==> config.mk <==
export PLATFORM = sky130hd
export DESIGN_NAME = id_ex_operand_stage
export DESIGN_NICKNAME = d
export VERILOG_FILES = /design/src/rtl/pipe_pkg.sv /design/src/rtl/fwd_sel.sv /design/src/rtl/id_ex_operand_stage.sv
export SDC_FILE = /design/constraint.sdc
export NUM_CORES = 1
export LEC_CHECK = 0
export CELL_PAD_IN_SITES_DETAIL_PLACEMENT = 0
export CELL_PAD_IN_SITES_GLOBAL_PLACEMENT = 1
export CORE_MARGIN = 10
export CORE_UTILIZATION = 30
export DETAILED_ROUTE_END_ITERATION = 10
export GPL_ROUTABILITY_DRIVEN = 0
export PLACE_DENSITY = 0.93
export SLEW_MARGIN = 20
export SYNTH_ARGS = -nofsm -noshare
export SYNTH_HDL_FRONTEND = slang
export SYNTH_SLANG_ARGS = --single-unit
==> constraint.sdc <==
create_clock -name clk -period 5.9 [get_ports clk]
set_input_delay 1.475 -clock clk [delete_from_list [all_inputs] [get_ports clk]]
set_output_delay 1.475 -clock clk [all_outputs]
set_load 0.01 [all_outputs]
==> src/rtl/pipe_pkg.sv <==
// Shared encodings for the ID/EX operand stage: ALU opcodes, forward-select
// codes and the hard-wired zero register number.
package pipe_pkg;

  typedef enum logic [3:0] {
    ALU_ADD  = 4'b0000,
    ALU_SUB  = 4'b0001,
    ALU_AND  = 4'b0010,
    ALU_NOR  = 4'b0011,
    ALU_OR   = 4'b0100,
    ALU_SLT  = 4'b0101,
    ALU_BEQ  = 4'b0110,
    ALU_BNE  = 4'b0111,
    ALU_BGEZ = 4'b1111
  } alu_op_e;

  typedef enum logic [1:0] {
    FWD_REG   = 2'd0,
    FWD_EXMEM = 2'd1,
    FWD_MEMWB = 2'd2
  } fwd_sel_e;

  localparam int unsigned REG_ZERO = 0;

endpackage

==> src/rtl/fwd_sel.sv <==
// Operand forwarding for one EX source register: EX/MEM beats MEM/WB beats the
// value read in ID. Register zero is never forwarded.
module fwd_sel
  import pipe_pkg::*;
#(
  parameter int DATA_W     = 32,
  parameter int REG_ADDR_W = 5
) (
  input  logic [REG_ADDR_W-1:0] src_addr,
  input  logic [DATA_W-1:0]     reg_data,
  input  logic                  exmem_reg_write,
  input  logic [REG_ADDR_W-1:0] exmem_rd,
  input  logic [DATA_W-1:0]     exmem_result,
  input  logic                  memwb_reg_write,
  input  logic [REG_ADDR_W-1:0] memwb_rd,
  input  logic [DATA_W-1:0]     memwb_result,
  output logic [DATA_W-1:0]     fwd_data
);

  localparam logic [REG_ADDR_W-1:0] ZERO_ADDR = REG_ADDR_W'(REG_ZERO);

  fwd_sel_e sel;

  always_comb begin
    sel = FWD_REG;
    if (exmem_reg_write && (exmem_rd != ZERO_ADDR) && (exmem_rd == src_addr)) begin
      sel = FWD_EXMEM;
    end else if (memwb_reg_write && (memwb_rd != ZERO_ADDR) && (memwb_rd == src_addr)) begin
      sel = FWD_MEMWB;
    end
  end

  always_comb begin
    fwd_data = reg_data;
    case (sel)
      FWD_EXMEM: fwd_data = exmem_result;
      FWD_MEMWB: fwd_data = memwb_result;
      default:   fwd_data = reg_data;
    endcase
  end

endmodule

==> src/rtl/id_ex_operand_stage.sv <==
// ID/EX pipeline register with EX-stage operand forwarding, load-use hazard
// detection, bubble insertion and a saturating stall-bubble counter.
module id_ex_operand_stage
  import pipe_pkg::*;
#(
  parameter int DATA_W     = 32,
  parameter int REG_ADDR_W = 5,
  parameter int CNT_W      = 16
) (
  input  logic                  clk,
  input  logic                  reset,
  input  logic                  id_valid,
  input  logic [DATA_W-1:0]     id_rs_data,
  input  logic [DATA_W-1:0]     id_rt_data,
  input  logic [DATA_W-1:0]     id_imm,
  input  logic [REG_ADDR_W-1:0] id_rs,
  input  logic [REG_ADDR_W-1:0] id_rt,
  input  logic [REG_ADDR_W-1:0] id_rd,
  input  logic [3:0]            id_alu_ctrl,
  input  logic                  id_alu_src,
  input  logic                  id_reg_dst,
  input  logic                  id_reg_write,
  input  logic                  id_mem_read,
  input  logic                  id_mem_write,
  input  logic                  id_mem_to_reg,
  input  logic                  id_branch,
  input  logic                  flush,
  input  logic                  exmem_reg_write,
  input  logic [REG_ADDR_W-1:0] exmem_rd,
  input  logic [DATA_W-1:0]     exmem_result,
  input  logic                  memwb_reg_write,
  input  logic [REG_ADDR_W-1:0] memwb_rd,
  input  logic [DATA_W-1:0]     memwb_result,
  output logic                  stall,
  output logic                  ex_valid,
  output logic [DATA_W-1:0]     alu_entr1,
  output logic [DATA_W-1:0]     alu_entr2,
  output logic [3:0]            alu_ctrl,
  output logic [DATA_W-1:0]     ex_store_data,
  output logic [REG_ADDR_W-1:0] ex_dest,
  output logic                  ex_reg_write,
  output logic                  ex_mem_read,
  output logic                  ex_mem_write,
  output logic                  ex_mem_to_reg,
  output logic                  ex_branch,
  output logic [CNT_W-1:0]      stall_count
);

  localparam logic [REG_ADDR_W-1:0] ZERO_ADDR = REG_ADDR_W'(REG_ZERO);

  typedef struct packed {
    logic                  valid;
    logic [REG_ADDR_W-1:0] rs;
    logic [REG_ADDR_W-1:0] rt;
    logic [REG_ADDR_W-1:0] dest;
    logic [DATA_W-1:0]     rs_data;
    logic [DATA_W-1:0]     rt_data;
    logic [DATA_W-1:0]     imm;
    logic [3:0]            alu_ctrl;
    logic                  alu_src;
    logic                  reg_write;
    logic                  mem_read;
    logic                  mem_write;
    logic                  mem_to_reg;
    logic                  branch;
  } ex_regs_t;

  ex_regs_t          ex_q, ex_d;
  logic [CNT_W-1:0]  stall_count_q, stall_count_d;
  logic              uses_rt;
  logic              hazard;
  logic [DATA_W-1:0] fwd_rs, fwd_rt;

  // An immediate-form ALU op ignores rt, so a pending load into rt is harmless.
  assign uses_rt = !id_alu_src || id_mem_write || id_branch;
  assign hazard  = ex_q.valid && ex_q.mem_read && (ex_q.dest != ZERO_ADDR) && id_valid &&
                   ((ex_q.dest == id_rs) || ((ex_q.dest == id_rt) && uses_rt));
  assign stall   = hazard && !flush;

  always_comb begin
    ex_d          = '0;
    ex_d.alu_ctrl = 4'(ALU_ADD);
    if (!flush && !stall) begin
      ex_d.valid      = id_valid;
      ex_d.rs         = id_rs;
      ex_d.rt         = id_rt;
      ex_d.dest       = id_reg_dst ? id_rd : id_rt;
      ex_d.rs_data    = id_rs_data;
      ex_d.rt_data    = id_rt_data;
      ex_d.imm        = id_imm;
      ex_d.alu_ctrl   = id_alu_ctrl;
      ex_d.alu_src    = id_alu_src;
      ex_d.reg_write  = id_reg_write;
      ex_d.mem_read   = id_mem_read;
      ex_d.mem_write  = id_mem_write;
      ex_d.mem_to_reg = id_mem_to_reg;
      ex_d.branch     = id_branch;
    end
  end

  always_comb begin
    stall_count_d = stall_count_q;
    if (stall && (stall_count_q != {CNT_W{1'b1}})) begin
      stall_count_d = stall_count_q + CNT_W'(1);
    end
  end

  always_ff @(posedge clk) begin
    if (reset) begin
      ex_q          <= '0;
      stall_count_q <= '0;
    end else begin
      ex_q          <= ex_d;
      stall_count_q <= stall_count_d;
    end
  end

  fwd_sel #(.DATA_W(DATA_W), .REG_ADDR_W(REG_ADDR_W)) u_fwd_rs (
    .src_addr        (ex_q.rs),
    .reg_data        (ex_q.rs_data),
    .exmem_reg_write (exmem_reg_write),
    .exmem_rd        (exmem_rd),
    .exmem_result    (exmem_result),
    .memwb_reg_write (memwb_reg_write),
    .memwb_rd        (memwb_rd),
    .memwb_result    (memwb_result),
    .fwd_data        (fwd_rs)
  );

  fwd_sel #(.DATA_W(DATA_W), .REG_ADDR_W(REG_ADDR_W)) u_fwd_rt (
    .src_addr        (ex_q.rt),
    .reg_data        (ex_q.rt_data),
    .exmem_reg_write (exmem_reg_write),
    .exmem_rd        (exmem_rd),
    .exmem_result    (exmem_result),
    .memwb_reg_write (memwb_reg_write),
    .memwb_rd        (memwb_rd),
    .memwb_result    (memwb_result),
    .fwd_data        (fwd_rt)
  );

  assign ex_valid      = ex_q.valid;
  assign alu_entr1     = fwd_rs;
  assign alu_entr2     = ex_q.alu_src ? ex_q.imm : fwd_rt;
  assign alu_ctrl      = ex_q.alu_ctrl;
  assign ex_store_data = fwd_rt;
  assign ex_dest       = ex_q.dest;
  assign ex_reg_write  = ex_q.reg_write;
  assign ex_mem_read   = ex_q.mem_read;
  assign ex_mem_write  = ex_q.mem_write;
  assign ex_mem_to_reg = ex_q.mem_to_reg;
  assign ex_branch     = ex_q.branch;
  assign stall_count   = stall_count_q;

endmodule

==> results.md <==
- The flow ran to the end, and the final reports show no timing, DRC or antenna violations.
- The die span in x is around 170 µm.
- The routed design has between 20000 and 30000 µm of wire.
- The via count of the first global-routing pass is approximately 6700.
- More flip-flops sit in one register than any other, and that register is ex_q.
- The initial DRC count is 348.
- The kind of path behind the tightest hold check is reg -> reg.
- The cell repeated most along the worst path is clkdlybuf4s50_1.
- In the final layout, the share of cells above drive strength 1 is 6.186%.
- The final layout net count is approximately 1300.
- The synthesized netlist net count is 963.
- The tree is rooted in a clkbuf_16.
- The number of warnings issued by yosys is 0.
- The kind of cell with the highest combined delay along the critical path is buffers and inverters.
- The relative slew slack is about two fifths.
- For this design the ratio of total power to cell area is roughly 230 nW/µm².
- Leaving out fill and tap cells, the most frequent cells in the layout are clkdlybuf4s50_1 (329), dfxtp_1 (137), and2_1 (117), nor2_1 (102), a21oi_1 (47).
- The area of the core is 21760 µm².
- Leaving out fill and tap cells, the most frequent cell in the layout is clkdlybuf4s50_1.
- The number of different library cells in the post-synthesis netlist is 41.
- The detailed-placement wirelength estimate is around 21000 µm.
- The worst supply voltage drop on vdd is around 0.17 mV.
- The initial core utilization is roughly 30%.
- The number of gates given a new drive strength after cts is 0.
- The remaining global-route overflow is 0.
- The post-detailed-route DRC marker count is 0.
- The post-route worst setup slack is 0.1320 ns.
- For the worst setup path, the data arrival time is between 4 and 5 ns.
- The number of synthesized flops with an enable pin is 0.
- The summed instance area of the synthesized netlist is roughly 6600 µm².
- The floorplan step defined a die boundary enclosing ~28000 µm².
- For this run, the slowest stage of the critical path takes roughly 0.6 ns.
- The total of max-cap violations is 0.
- The maximum achievable frequency is around 0.17 GHz.
- The clock reaches the later pin of the worst-skew pair after between 0.4 and 0.5 ns.
- OpenSTA, run right after detailed placement, puts the worst setup slack at approximately 0.12 ns.
- The CTS tree is built.
- The via-per-instance ratio is around 5.
- The critical path's slowest cell is clkdlybuf4s50_1.
- After clock tree synthesis, the clock-pin slew on the worst setup and hold paths is 0.06 ns.
- Of all flip-flops after synthesis, the portion carrying an async set or reset was 0%.
- Setup violations remaining at the end of the flow were counted as 0.
- The detailed router placed between 6000 and 7000 vias in this run.
- The global-route total usage across every layer is between 10% and 20%.
- The average footprint of a synthesized cell is 8.701 µm².
- Adding up every negative setup slack in the final design gives 0 ns.
- In this run the remaining antenna-violating nets after routing total 0.
- Pin placement for this block handled 330 I/O pins.
- The first global-routing pass estimated ~41000 µm of wire.
- STA classifies the critical path endpoint as a primary output.
- The floorplan row count is 54.
- The register with the most flip-flops in the layout has 107 of them.
- STA puts the critical path data required time at around 4.4 ns.
- The die extent in y is 168.5 µm.
- The total CTS buffers is 17.
- The class of the most critical setup path is in -> out.
- The clock tree skew after final layout is between 0.008 and 0.009 ns.
- The detailed-routing iteration count for the pre-antenna-repair pass is 5.
- Traced cell by cell, the critical path runs through clkdlybuf4s50_1 > or4_1 > o21a_2 > buf_4 > and4_4 > mux2i_1 > a21oi_1 > clkdlybuf4s50_1.
- The worst setup path is launched from an input pin.
- The pin count of the biggest net entering global routing is about 120.
- In this run, post-CTS hold repair placed 0 buffers.
- Relative to the synthesized area, the layout overhead comes to 61.44%.
- The shortest clock period the worst path allows after layout is 5.768 ns.
- The final hold violation count is 0.
- Along the worst path, the maximum fanout reaches 32.
- Setup repair after global routing could not meet its margin everywhere.
- The period utilization is 97.76%.
- Sequential cells were found to cover around two fifths of the synthesized design area.
- The slew at the pin closest to its max-slew limit is between 0.8 and 0.9 ns.
- Counting every sink on the clock net gives ~140.
- The average wire length per cell after detail routing is a little over 20 µm.
- The number of post-CTS setup repair buffers is 0.
- The number of antenna violations at the first check in global routing is 3.
- The count of buffering cells on the critical path with inverters included is 3.
- The analysis attributes to cell leakage a power of around 4.0 nW.
- Synthesis handed over a netlist of 760 instances.
- The maximum clock insertion buffer count is 2.
- The number of buffers added on ports is 329.
- The number of H-tree branching levels is 4.
- The number of pins exceeding their max-slew limit in the final report was 0.
- Counting flops and latches in the post-synthesis netlist gives around 140.
- Among all flip-flop cells after synthesis, the most frequent one is dfxtp_1.
worst min-delay path, stage by stage, from the launching register on:
cell and delay, ns:
dfxtp_1 0.34, o31ai_1 0.07, a21oi_1 0.05
cells by family (layout without fill, tap and decap cells):
kind of cell / count (synthesis) / in the layout / synth area share [%]
AO/OA/AOI/OAI: 134 / 134 / 14.57
AND/OR/NAND/NOR: 351 / 351 / 28.17
buffers and inverters: 68 / 375 / 5.544
flip-flops: 138 / 138 / 41.78
adder cells (fa/ha/maj): 1 / 1 / 0.1892
XOR/XNOR: 30 / 30 / 3.973
other: 0 / 1 / 0
multiplexers: 38 / 38 / 5.771
synth_stat cells, types with 3 or more instances:
master	number	area share (%)
mux2i_1	37	5.6
buf_2	15	1.1
or3_1	4	0.38
xor2_1	20	2.6
buf_1	3	0.17
o21ai_0	7	0.53
clkbuf_2	8	0.61
o31ai_1	41	4.7
a21oi_1	47	3.6
clkbuf_1	25	1.4
xnor2_1	10	1.3
nand4_1	5	0.47
nand3_1	13	0.98
and4_1	4	0.53
a221oi_1	24	3.2
a221oi_2	8	1.8
and2_1	117	11
o21a_1	3	0.34
dfxtp_1	138	42
nor3_1	5	0.38
nand2_1	38	2.2
buf_4	12	1.4
nor2_1	104	5.9
and3_1	34	3.2
nor2b_1	6	0.57
buf_6	5	0.85
or4_1	13	1.5
cell type report:
cell class / count / area [µm²]
diodes: 1 / 2.502
clock buffers: 17 / 425.4
clock inverters: 14 / 172.7
fillers: 2057 / 11080
multi-input cells: 554 / 3510
flip-flops and latches: 138 / 2764
well taps: 280 / 350.3
repair buffers: 344 / 3451
final timing paths:
check | startpoint | depth (start not counted) | end | slack [ns]
worst max-delay path | memwb_rd[0] | 8 | alu_entr1[22] | 0.13
worst min-delay path | stall_count[7] | 2 | stall_count[7] | 0.51
worst max register to register | ex_dest[0] | 7 | ex_q[65] | 3.59
worst min register to register | stall_count[7] | 2 | stall_count[7] | 0.51
metrics by stage:
stage	cell area (µm²)	hold WS [ns]	util, %	std cells	power (mW)
after floorplan	6613	0.5043	-	760	1.151
after global placement	10050	0.4879	46.18	1315	1.426
after detailed placement	10050	0.4922	46.18	1315	1.429
after CTS	10650	0.5034	48.93	1346	2.533
after global routing	10680	0.5320	49.07	1348	2.610
final	10680	0.5054	49.07	1348	2.504
routing by layer:
metal	vias up	global-route usage (%)	share of wire, %
met4	2	6.283	2.3
met2	285	31.53	49
li1	3244	-	-
met3	33	6.762	9.5
met1	3080	20.56	39
met5	-	0	0.051
report_power, final:
| part | switching (mW) | internal [mW] |
|---|---|---|
| sequential | 0.0177 | 0.966 |
| clock | 0.431 | 0.664 |
| combinational | 0.168 | 0.258 |
Note: power is estimated with default switching activity, not from simulation.
